**config.mk**
```make
export PLATFORM = sky130hd
export DESIGN_NAME = control_sequencer
export DESIGN_NICKNAME = d
export VERILOG_FILES = /design/src/rtl/control_sequencer.sv
export SDC_FILE = /design/constraint.sdc
export NUM_CORES = 1
export LEC_CHECK = 0
export CAP_MARGIN = 10
export CORE_MARGIN = 4
export CORE_UTILIZATION = 30
export CTS_CLUSTER_DIAMETER = 60
export DETAILED_ROUTE_END_ITERATION = 7
export PLACE_DENSITY = 0.69
export SKIP_CTS_REPAIR_TIMING = 1
export SLEW_MARGIN = 15
export SYNTH_ARGS = -nofsm -noshare
export SYNTH_HDL_FRONTEND = slang
export SYNTH_SLANG_ARGS = --single-unit
export TNS_END_PERCENT = 50
```
**constraint.sdc**
```tcl
create_clock -name clk -period 4.6 [get_ports clk]
set_clock_uncertainty 0.2 [all_clocks]
set_input_delay 0.92 -clock clk [delete_from_list [all_inputs] [get_ports clk]]
set_output_delay 0.92 -clock clk [all_outputs]
set_load 0.05 [all_outputs]
```
**src/rtl/control_sequencer.sv**
```systemverilog
// Purpose : microcoded control sequencer driving the 16-bit control word of the 4-bit-address bus computer.
// Latency : ctrl is combinational from the current T-state; the step counter advances once per clk edge.
// Backpressure: none; the sequencer free-runs until HLT executes, then holds until clr_n is pulled low.
//
// Ports:
//   clk     rising-edge clock
//   clr_n   asynchronous active-low reset (clears step and halt; gates ctrl to 0 while low)
//   opcode  instruction register upper nibble
//   flag_c  registered carry flag (consulted by JC at T2 only)
//   flag_z  registered zero flag  (consulted by JZ at T2 only)
//   ctrl    control word {hlt,mi,ri,ro,io,ii,ai,ao,eo,su,bi,oi,ce,co,j,fi}
//   step    current T-state, 0-based
//   halted  high once HLT has executed
//
// Optional feature macro: CONTROL_SEQUENCER_EARLY_END_EN
//   When defined, an execute step (T2 or later) whose decoded word is zero
//   ends the instruction early: the next edge returns step to 0.

module control_sequencer #(
    parameter int NUM_STEPS = 5
) (
    input  logic        clk,
    input  logic        clr_n,
    input  logic [3:0]  opcode,
    input  logic        flag_c,
    input  logic        flag_z,
    output logic [15:0] ctrl,
    output logic [2:0]  step,
    output logic        halted
);

    // Control word bit positions
    localparam logic [15:0] HLT = 16'h8000;
    localparam logic [15:0] MI  = 16'h4000;
    localparam logic [15:0] RI  = 16'h2000;
    localparam logic [15:0] RO  = 16'h1000;
    localparam logic [15:0] IO  = 16'h0800;
    localparam logic [15:0] II  = 16'h0400;
    localparam logic [15:0] AI  = 16'h0200;
    localparam logic [15:0] AO  = 16'h0100;
    localparam logic [15:0] EO  = 16'h0080;
    localparam logic [15:0] SU  = 16'h0040;
    localparam logic [15:0] BI  = 16'h0020;
    localparam logic [15:0] OI  = 16'h0010;
    localparam logic [15:0] CE  = 16'h0008;
    localparam logic [15:0] CO  = 16'h0004;
    localparam logic [15:0] J   = 16'h0002;
    localparam logic [15:0] FI  = 16'h0001;

    // Opcodes
    localparam logic [3:0] OP_LDA = 4'h1;
    localparam logic [3:0] OP_ADD = 4'h2;
    localparam logic [3:0] OP_SUB = 4'h3;
    localparam logic [3:0] OP_STA = 4'h4;
    localparam logic [3:0] OP_LDI = 4'h5;
    localparam logic [3:0] OP_JMP = 4'h6;
    localparam logic [3:0] OP_JC  = 4'h7;
    localparam logic [3:0] OP_JZ  = 4'h8;
    localparam logic [3:0] OP_OUT = 4'hE;
    localparam logic [3:0] OP_HLT = 4'hF;

    localparam logic [2:0] LAST_STEP = 3'(NUM_STEPS - 1);

    logic [2:0]  step_nxt;
    logic        halted_nxt;
    logic [15:0] uword;      // microcode word before halt/reset gating

    // ------------------------------------------------------------------
    // State register
    // ------------------------------------------------------------------
    always_ff @(posedge clk or negedge clr_n) begin
        if (!clr_n) begin
            step   <= 3'd0;
            halted <= 1'b0;
        end else begin
            step   <= step_nxt;
            halted <= halted_nxt;
        end
    end

    // ------------------------------------------------------------------
    // Microcode decode. Flags only matter at T2 because that is the only
    // step where the conditional jumps have a non-zero word.
    // ------------------------------------------------------------------
    always_comb begin
        uword = 16'h0000;
        case (step)
            3'd0: uword = CO | MI;
            3'd1: uword = RO | II | CE;
            3'd2: begin
                case (opcode)
                    OP_LDA, OP_ADD, OP_SUB, OP_STA: uword = IO | MI;
                    OP_LDI: uword = IO | AI;
                    OP_JMP: uword = IO | J;
                    OP_JC:  uword = flag_c ? (IO | J) : 16'h0000;
                    OP_JZ:  uword = flag_z ? (IO | J) : 16'h0000;
                    OP_OUT: uword = AO | OI;
                    OP_HLT: uword = HLT;
                    default: uword = 16'h0000;
                endcase
            end
            3'd3: begin
                case (opcode)
                    OP_LDA:         uword = RO | AI;
                    OP_ADD, OP_SUB: uword = RO | BI;
                    OP_STA:         uword = AO | RI;
                    default:        uword = 16'h0000;
                endcase
            end
            3'd4: begin
                case (opcode)
                    OP_ADD:  uword = EO | AI | FI;
                    OP_SUB:  uword = EO | AI | SU | FI;
                    default: uword = 16'h0000;
                endcase
            end
            default: uword = 16'h0000;
        endcase
    end

    // ------------------------------------------------------------------
    // Next-state logic. A word with hlt set freezes the step counter on
    // the edge that ends it; only clr_n releases the halt.
    // ------------------------------------------------------------------
    always_comb begin
        step_nxt   = step;
        halted_nxt = halted;
        if (!halted) begin
            if (uword[15]) begin
                halted_nxt = 1'b1;
            end else if (step == LAST_STEP) begin
                step_nxt = 3'd0;
`ifdef CONTROL_SEQUENCER_EARLY_END_EN
            end else if ((step >= 3'd2) && (uword == 16'h0000)) begin
                step_nxt = 3'd0;
`endif
            end else begin
                step_nxt = step + 3'd1;
            end
        end
    end

    // ------------------------------------------------------------------
    // Output logic. Reset gating is combinational so the word drops to
    // zero the instant clr_n falls, without waiting for a clock.
    // ------------------------------------------------------------------
    always_comb begin
        if (!clr_n) begin
            ctrl = 16'h0000;
        end else if (halted) begin
            ctrl = HLT;
        end else begin
            ctrl = uword;
        end
    end

endmodule
```
Yosys cells after proc, flatten, opt, wreduce, memory -nomap -nowiden
Cells that the tools add are included.

Bits in registers: 4. Output and inout port bits: 20. Logic and storage cells: 34.

Add/subtract/negate cells: 1. Eq/ne operators: 14. Muxes and demuxes: 11. Bitwise logic cells: 2. Reduce and logical (&&, ||, !) cells: 4.

Operators by type and width (number): 16-bit case mux with 7 select lines (1); 16-bit case mux with 5 select lines (1); 14-bit case mux with 3 select lines (1); 16-bit two-way mux (2); 12-bit two-way mux (2); 10-bit case mux with 2 select lines (1); 4-bit by 3-bit == test with 1-bit output, second input constant (4); 4-bit == test, second input constant (3); 4-bit by 2-bit == test with 1-bit output, second input constant (2); 3-bit by 2-bit == test with 1-bit output, second input constant (2); 4-bit by 1-bit == test with 1-bit output, second input constant (1); 4-bit OR reduction (1); 3-bit by 1-bit adder with 3-bit output, second input constant (1); 3-bit by 1-bit == test with 1-bit output, second input constant (1); 3-bit == test, second input constant (1); 3-bit zero test (1); 3-bit two-way mux (1); 1-bit two-way mux (2); 1-bit inverter (2); 2-bit AND reduction (1); 2-bit OR reduction (1).

Longest topological paths before layout
Gate-level depths: netlist of the first run.

Depth after elaboration: 6. Gate-level depth with buffers: 6. Mapped depth without buffers: 5.

Worst setup path after synthesis of the first run
OpenSTA, ideal clock, no wires.

Kind: input port to output port. From: input opcode[3]. To: output ctrl[13]. Arrival time: 3.023 ns. Required time: 3.480 ns. Setup slack: 0.457 ns. Cell stages on the path: 3. Path through: clkbuf_1 nand4bb_1 nor4b_1.

Word-level cells in the longest chain between the ends: 6. Elaborated cells on any way between the ends: 9. Classes of those cells: eq/ne (4); mux (4); reduce/logical (1).

Ends and longest elaborated chain: start: declaration (line 24) `input logic [3:0] opcode,`; 4-bit by 2-bit == test with 1-bit output (line 103) `case (opcode)`; 2-bit OR reduction (line 103); 14-bit case mux with 3 select lines (*) (line 103); 16-bit case mux with 5 select lines (*) (line 87) `case (step)`; 16-bit two-way mux (*) (line 150) `end else if (halted) begin`; 16-bit two-way mux (*) (line 148) `if (!clr_n) begin`; end: declaration (line 27) `output logic [15:0] ctrl,`.

Mark *: on every way between the ends. The rest lies on a longest branch, timed or not.

Final worst setup path of the first run
From: input opcode[2]. To: output ctrl[7].

Word-level cells in the longest chain between the ends: 6. Elaborated cells on any way between the ends: 16. Classes of those cells: eq/ne (10); mux (5); reduce/logical (1).

Ends and longest elaborated chain: 4-bit by 2-bit == test with 1-bit output (tied with other cells) (line 91, 111); 4-bit OR reduction (line 91) `case (opcode)`; 16-bit case mux with 7 select lines (line 91); 16-bit case mux with 5 select lines (*) (line 87); 16-bit two-way mux (*) (line 150); 16-bit two-way mux (*) (line 148).

Marks and branches as above.

==> impl_metrics.toml, run 1 <==
[sta]
timing.fmax_mhz = 234
tns_ps = 0
max_slew_margin_pct = 66.2
slew_violations = 0
period_share_pct = 92.8
rsz0062_at_grt = "false"
finalSetupViolCount = 0
worst_slack_ps = 332
fin_crit_ps = 4270
final_hold_viol_count = 0
tightest_slew_ps = 505

[finish]
antenna_cells = 0
area_delta_synth_final_pct = 51.7
final_cell_mix = "26 x clkdlybuf4s50_1, 8 x nand2_1, 5 x inv_1, 5 x a21oi_1, 5 x ha_1"
drive_gt1_share_pct = 10.2
final_common_cell = "clkdlybuf4s50_1"
num-fill-cells = 180
stdcell_area_sq_um = 896
layout.nets = 113

[detailed_routing]
drtPass1Iterations = 4
remaining_drc_errors = 0
via_per_inst = 5.11
vias = 628
wl_microns = 1590
dr.first_iter.drc_count = 7
ant_nets = 0
wl_per_cell_microns = 12.9

[yosys]
synth_cell_types = 35
ys_async_sr_fraction_pct = 100
synth_nets = 87
netlist_area_sq_um = 591
synthFlopType = "dfrtp_1"
ys_seq_area_share_pct = 16.9
synth_edf_count = 0
ys_ff_latch = 4
avgSynthCellArea_sq_um = 7.98
synth_cells = 74
yosysWarnings = 0

[floorplanning]
chipHeight_microns = 52.4
die_w_microns = 52.4
start_util_pct = 32.8
rows = 15
core_region_area_sq_um = 1800
die_area_sq_um = 2740
ios = 28

[critical_path]
critPathLaunchType = "input pin"
critPathLaunch = "opcode[2]"
required_ps = 3480
cp_max_fo = 12
r2r-start = "step[0]$_DFFE_PN0P_"
cp-end-kind = "primary output"
arrival_ps = 3150
worstSetupPathType = "input pin to primary output"

[placement]
gp_congestion = 0.808
port_buffers = 27
dp_hpwl_microns = 1270
postPlaceCellArea_sq_um = 873
pre_cts_ws_ps = 355

[outcome]
status = "complete, no violations"

[clocking]
cts_inserted_buffers = 3
cts_num_sinks = 4
path_clk_slew_ps = 40
cts_tree = "built"
clock-root-buffer = "clkbuf_4"
cts-htree-levels = 1
cts_max_path_buffers = 2
insertion_delay_ps = 230

[global_routing]
grt_pass1_wl_microns = 2550
globalRouteOverflowTotal = 0
antenna_found_initial = 0
grt_max_degree = 13
grt_usage_pct = 12.4
first_global_vias = 575

[worst_hold_path]
hold_class = "register to register"
min_from = "step[0]$_DFFE_PN0P_"

[power_and_ir_drop]
ir_worst_vdd_v = 0.000394
power_density_nw_per_um2 = 541
total_power_uw = 485
leakage_nw = 0.365

[job]
maxCapViolCount = 0
==> flip-flops by register name (all words and copies together), names as in the netlist <==
name,count
step,3
halted,1
==> cells by family (layout without fill, tap and decap cells) <==
kind of cell	after synthesis	in the layout	synth area share (%)
multiplexers	4	4	8.05
adder cells (fa/ha/maj)	5	5	10.6
AND/OR/NAND/NOR	32	32	34.3
flip-flops	4	4	16.9
buffers and inverters	13	37	9.96
AO/OA/AOI/OAI	16	16	20.1
==> area by class of cell <==
type,count,area (sq um),area share (%)
Clock buffer,3,22.5,2.51
Inverter,6,22.5,2.51
Multi-Input combinational cell,57,432,48.2
Sequential cell,4,100,11.2
Tap cell,25,31.3,3.49
Timing Repair Buffer,28,288,32.1
==> layer usage <==
| layer | vias to the layer above | global-route usage [%] | share of wire, % |
|---|---|---|---|
| li1 | 314 | - | - |
| met1 | 296 | 16.4 | 49 |
| met2 | 18 | 18.6 | 47 |
| met3 | 0 | 1.99 | 3.7 |
| met4 | 0 | 7.66 | 0 |
| met5 | - | 0 | 0 |
==> critical path: stages <==
cell	delay [ps]
clkdlybuf4s50_1	590
nand2b_1	280
or3_1	400
nor2_1	140
clkdlybuf4s50_1	820
==> cell usage after synthesis (all sizes together), types with 2 or more instances <==
| cell type | instances | area (sq um) |
|---|---|---|
| o21ai | 3 | 15.0 |
| nand4bb | 2 | 22.5 |
| ha | 5 | 62.6 |
| and3b | 3 | 26.3 |
| clkbuf | 3 | 11.3 |
| buf | 4 | 25.0 |
| nor2 | 4 | 15.0 |
| inv | 6 | 22.5 |
| nand2b | 2 | 12.5 |
| mux2 | 3 | 37.5 |
| nand2 | 8 | 30.0 |
| a21oi | 5 | 25.0 |
| dfrtp | 4 | 100 |
| nor4 | 2 | 12.5 |
| nor2b | 3 | 18.8 |
| or3 | 2 | 17.5 |
==> report_power, final <==
part           total [mW]  internal (mW)  leakage (nW)  switching (mW)
combinational       0.357          0.138         0.303           0.219
sequential         0.0857         0.0545        0.0483          0.0312
clock              0.0418         0.0291        0.0138          0.0127
==> stage by stage <==
stage | hold WS (ps) | cells | util [%]
after floorplan | 424 | 74 | -
after global placement | 387 | 120 | 48.5
after detailed placement | 409 | 120 | 48.5
after CTS | 422 | 123 | 49.7
after global routing | 455 | 123 | 49.7
final | 407 | 123 | 49.7
==> path summary, 6_finish.rpt <==
kind,end,slack [ps],cells after the start
hold / removal,step[0]$_DFFE_PN0P_,410,1
max in group asynchronous,halted$_DFF_PN0_,3210,1
hold reg to reg,step[0]$_DFFE_PN0P_,410,1
setup / recovery,ctrl[7],330,5
setup reg to reg,step[0]$_DFFE_PN0P_,2630,5
min in group asynchronous,step[0]$_DFFE_PN0P_,750,1
(Power assumes the default switching activity.)
==> run 2, diff against run 1 <==
Settings changed: GPL_ROUTABILITY_DRIVEN set to 0, PLACE_DENSITY 0.69 to 0.71.
Clock period 4.6 ns to 3.62 ns, I/O delays scaled along.
==> run 2 against run 1 <==
Global-route usage shrank 0.64 points. Die area unchanged. Final cell count grew 2.4%. Setup slack worse by 98 ps. Register-to-register slack lost 970 ps. Via count up 1.9%. Sequential power grew 28%. Critical path depth is the same. Flip-flop and latch count unchanged. Total power rose by 31%. Design area rose by 14%. Utilization rose by 7.2 points. Critical path type unchanged. Largest cell class unchanged. Largest power group unchanged.
==> impl_metrics.toml, run 2 (same netlist as run 1, synthesis figures left out) <==
[worst_hold_path]
min_from = "step[0]$_DFFE_PN0P_"
whs_endpoint = "step[0]$_DFFE_PN0P_"
whs_path_depth = 1
hold_class = "register to register"

[detailed_routing]
wl_per_cell_microns = 12.5
remaining_drc_errors = 0
wl_met1_microns = 742
top_layer_used = "met3"
wl_met3_microns = 86
wl_met2_microns = 749
wl_microns = 1580
ant_nets = 0
via_per_inst = 5.08
vias = 640
drtPass1Iterations = 4
dr.first_iter.drc_count = 6

[clocking]
cts_inserted_buffers = 3
cts_tree = "built"
cts-htree-levels = 1
cts_num_sinks = 4
path_clk_slew_ps = 40
cts_max_path_buffers = 2
insertion_delay_ps = 230
clock-root-buffer = "clkbuf_4"

[finish]
antenna_cells = 0
layout.nets = 116
num-fill-cells = 169
final_cell_mix = "12 x buf_12, 11 x clkdlybuf4s50_1, 8 x nand2_1, 8 x buf_4"
area_delta_synth_final_pct = 73.5
drive_gt1_share_pct = 28.7
reg_top3 = "step x3, halted x1"
final_common_cell = "buf_12"
largest_reg_flops = 3
largest_register = "step"
fin_cells = 126

[outcome]
status = "complete, no violations"

[power_and_ir_drop]
power_density_nw_per_um2 = 620
ir_worst_vdd_v = 0.000629
leakage_nw = 0.441

[critical_path]
arrival_ps = 2460
rrSetupSlack_ps = 1660
rr_endpoint = "step[2]$_DFFE_PN0P_"
cp-end-kind = "primary output"
worstSetupPathType = "input pin to primary output"
r2r-start = "step[0]$_DFFE_PN0P_"
critPathLaunchType = "input pin"
required_ps = 2700
cp_max_fo = 2
rr_worst_depth = 5

[placement]
pre_cts_ws_ps = 239
dp_cells = 123
port_buffers = 27
dp_hpwl_microns = 1280

[floorplanning]
core_region_area_sq_um = 1800
start_util_pct = 32.8
die_area_sq_um = 2740
ios = 28
chipHeight_microns = 52.4
die_w_microns = 52.4
rows = 15

[sta]
rsz0062_at_grt = "false"
timing.fmax_mhz = 295
worst_slack_ps = 234
finalSetupViolCount = 0
period_share_pct = 93.5
final_hold_viol_count = 0
slew_violations = 0
fin_crit_ps = 3390
max_slew_margin_pct = 66.1
tightest_slew_ps = 504

[global_routing]
first_global_vias = 611
antenna_found_initial = 0
grt_usage_pct = 11.8
globalRouteOverflowTotal = 0
grt_max_degree = 12
grt_pass1_wl_microns = 2550

[job]
maxCapViolCount = 0
## run 2: routing by layer
layer | track usage [%] | vias to the layer above
met4 | 3.83 | 0
met2 | 18.6 | 22
li1 | - | 317
met3 | 1.14 | 0
met1 | 16.6 | 301
met5 | 0 | -
## run 2: metrics by stage
stage / TNS (ps) / util, % / hold WS (ps) / total power, mW / cell area [sq um]
final: 0 / 56.9 / 407 / 0.635 / 1020
after global routing: 0 / 56.9 / 456 / 0.681 / 1020
after CTS: 0 / 56.9 / 419 / 0.644 / 1020
after detailed placement: 0 / 55.6 / 407 / 0.584 / 1000
after global placement: 0 / 55.6 / 390 / 0.576 / 1000
after floorplan: -77.0 / - / 228 / 0.432 / 597
## run 2: final cells by class
type	count	area, sq um	share of cell area (%)
Sequential cell	4	100	9.77
Tap cell	25	31.3	3.05
Timing Repair Buffer	31	410	40.0
Multi-Input combinational cell	57	438	42.7
Inverter	6	22.5	2.20
Clock buffer	3	22.5	2.20
## run 2: worst max path at each step
stage | slack [ps] | start | end
after CTS | 230 | opcode[0] | ctrl[11]
after detailed placement | 240 | opcode[0] | ctrl[11]
after floorplan | -80 | opcode[0] | ctrl[14]
after global routing | 200 | opcode[0] | ctrl[11]
final | 230 | opcode[0] | ctrl[11]
after global placement | 250 | opcode[0] | ctrl[11]
## run 2: power by group
part           internal, mW  switching [mW]
clock                0.0370          0.0174
sequential           0.0692          0.0407
combinational         0.192           0.279
total                 0.298           0.337
## run 2: worst max-delay path, stage by stage
cell	delay, ps
clkdlybuf4s50_1	430
or3_4	400
mux2_4	300
a311oi_1	410
buf_12	190
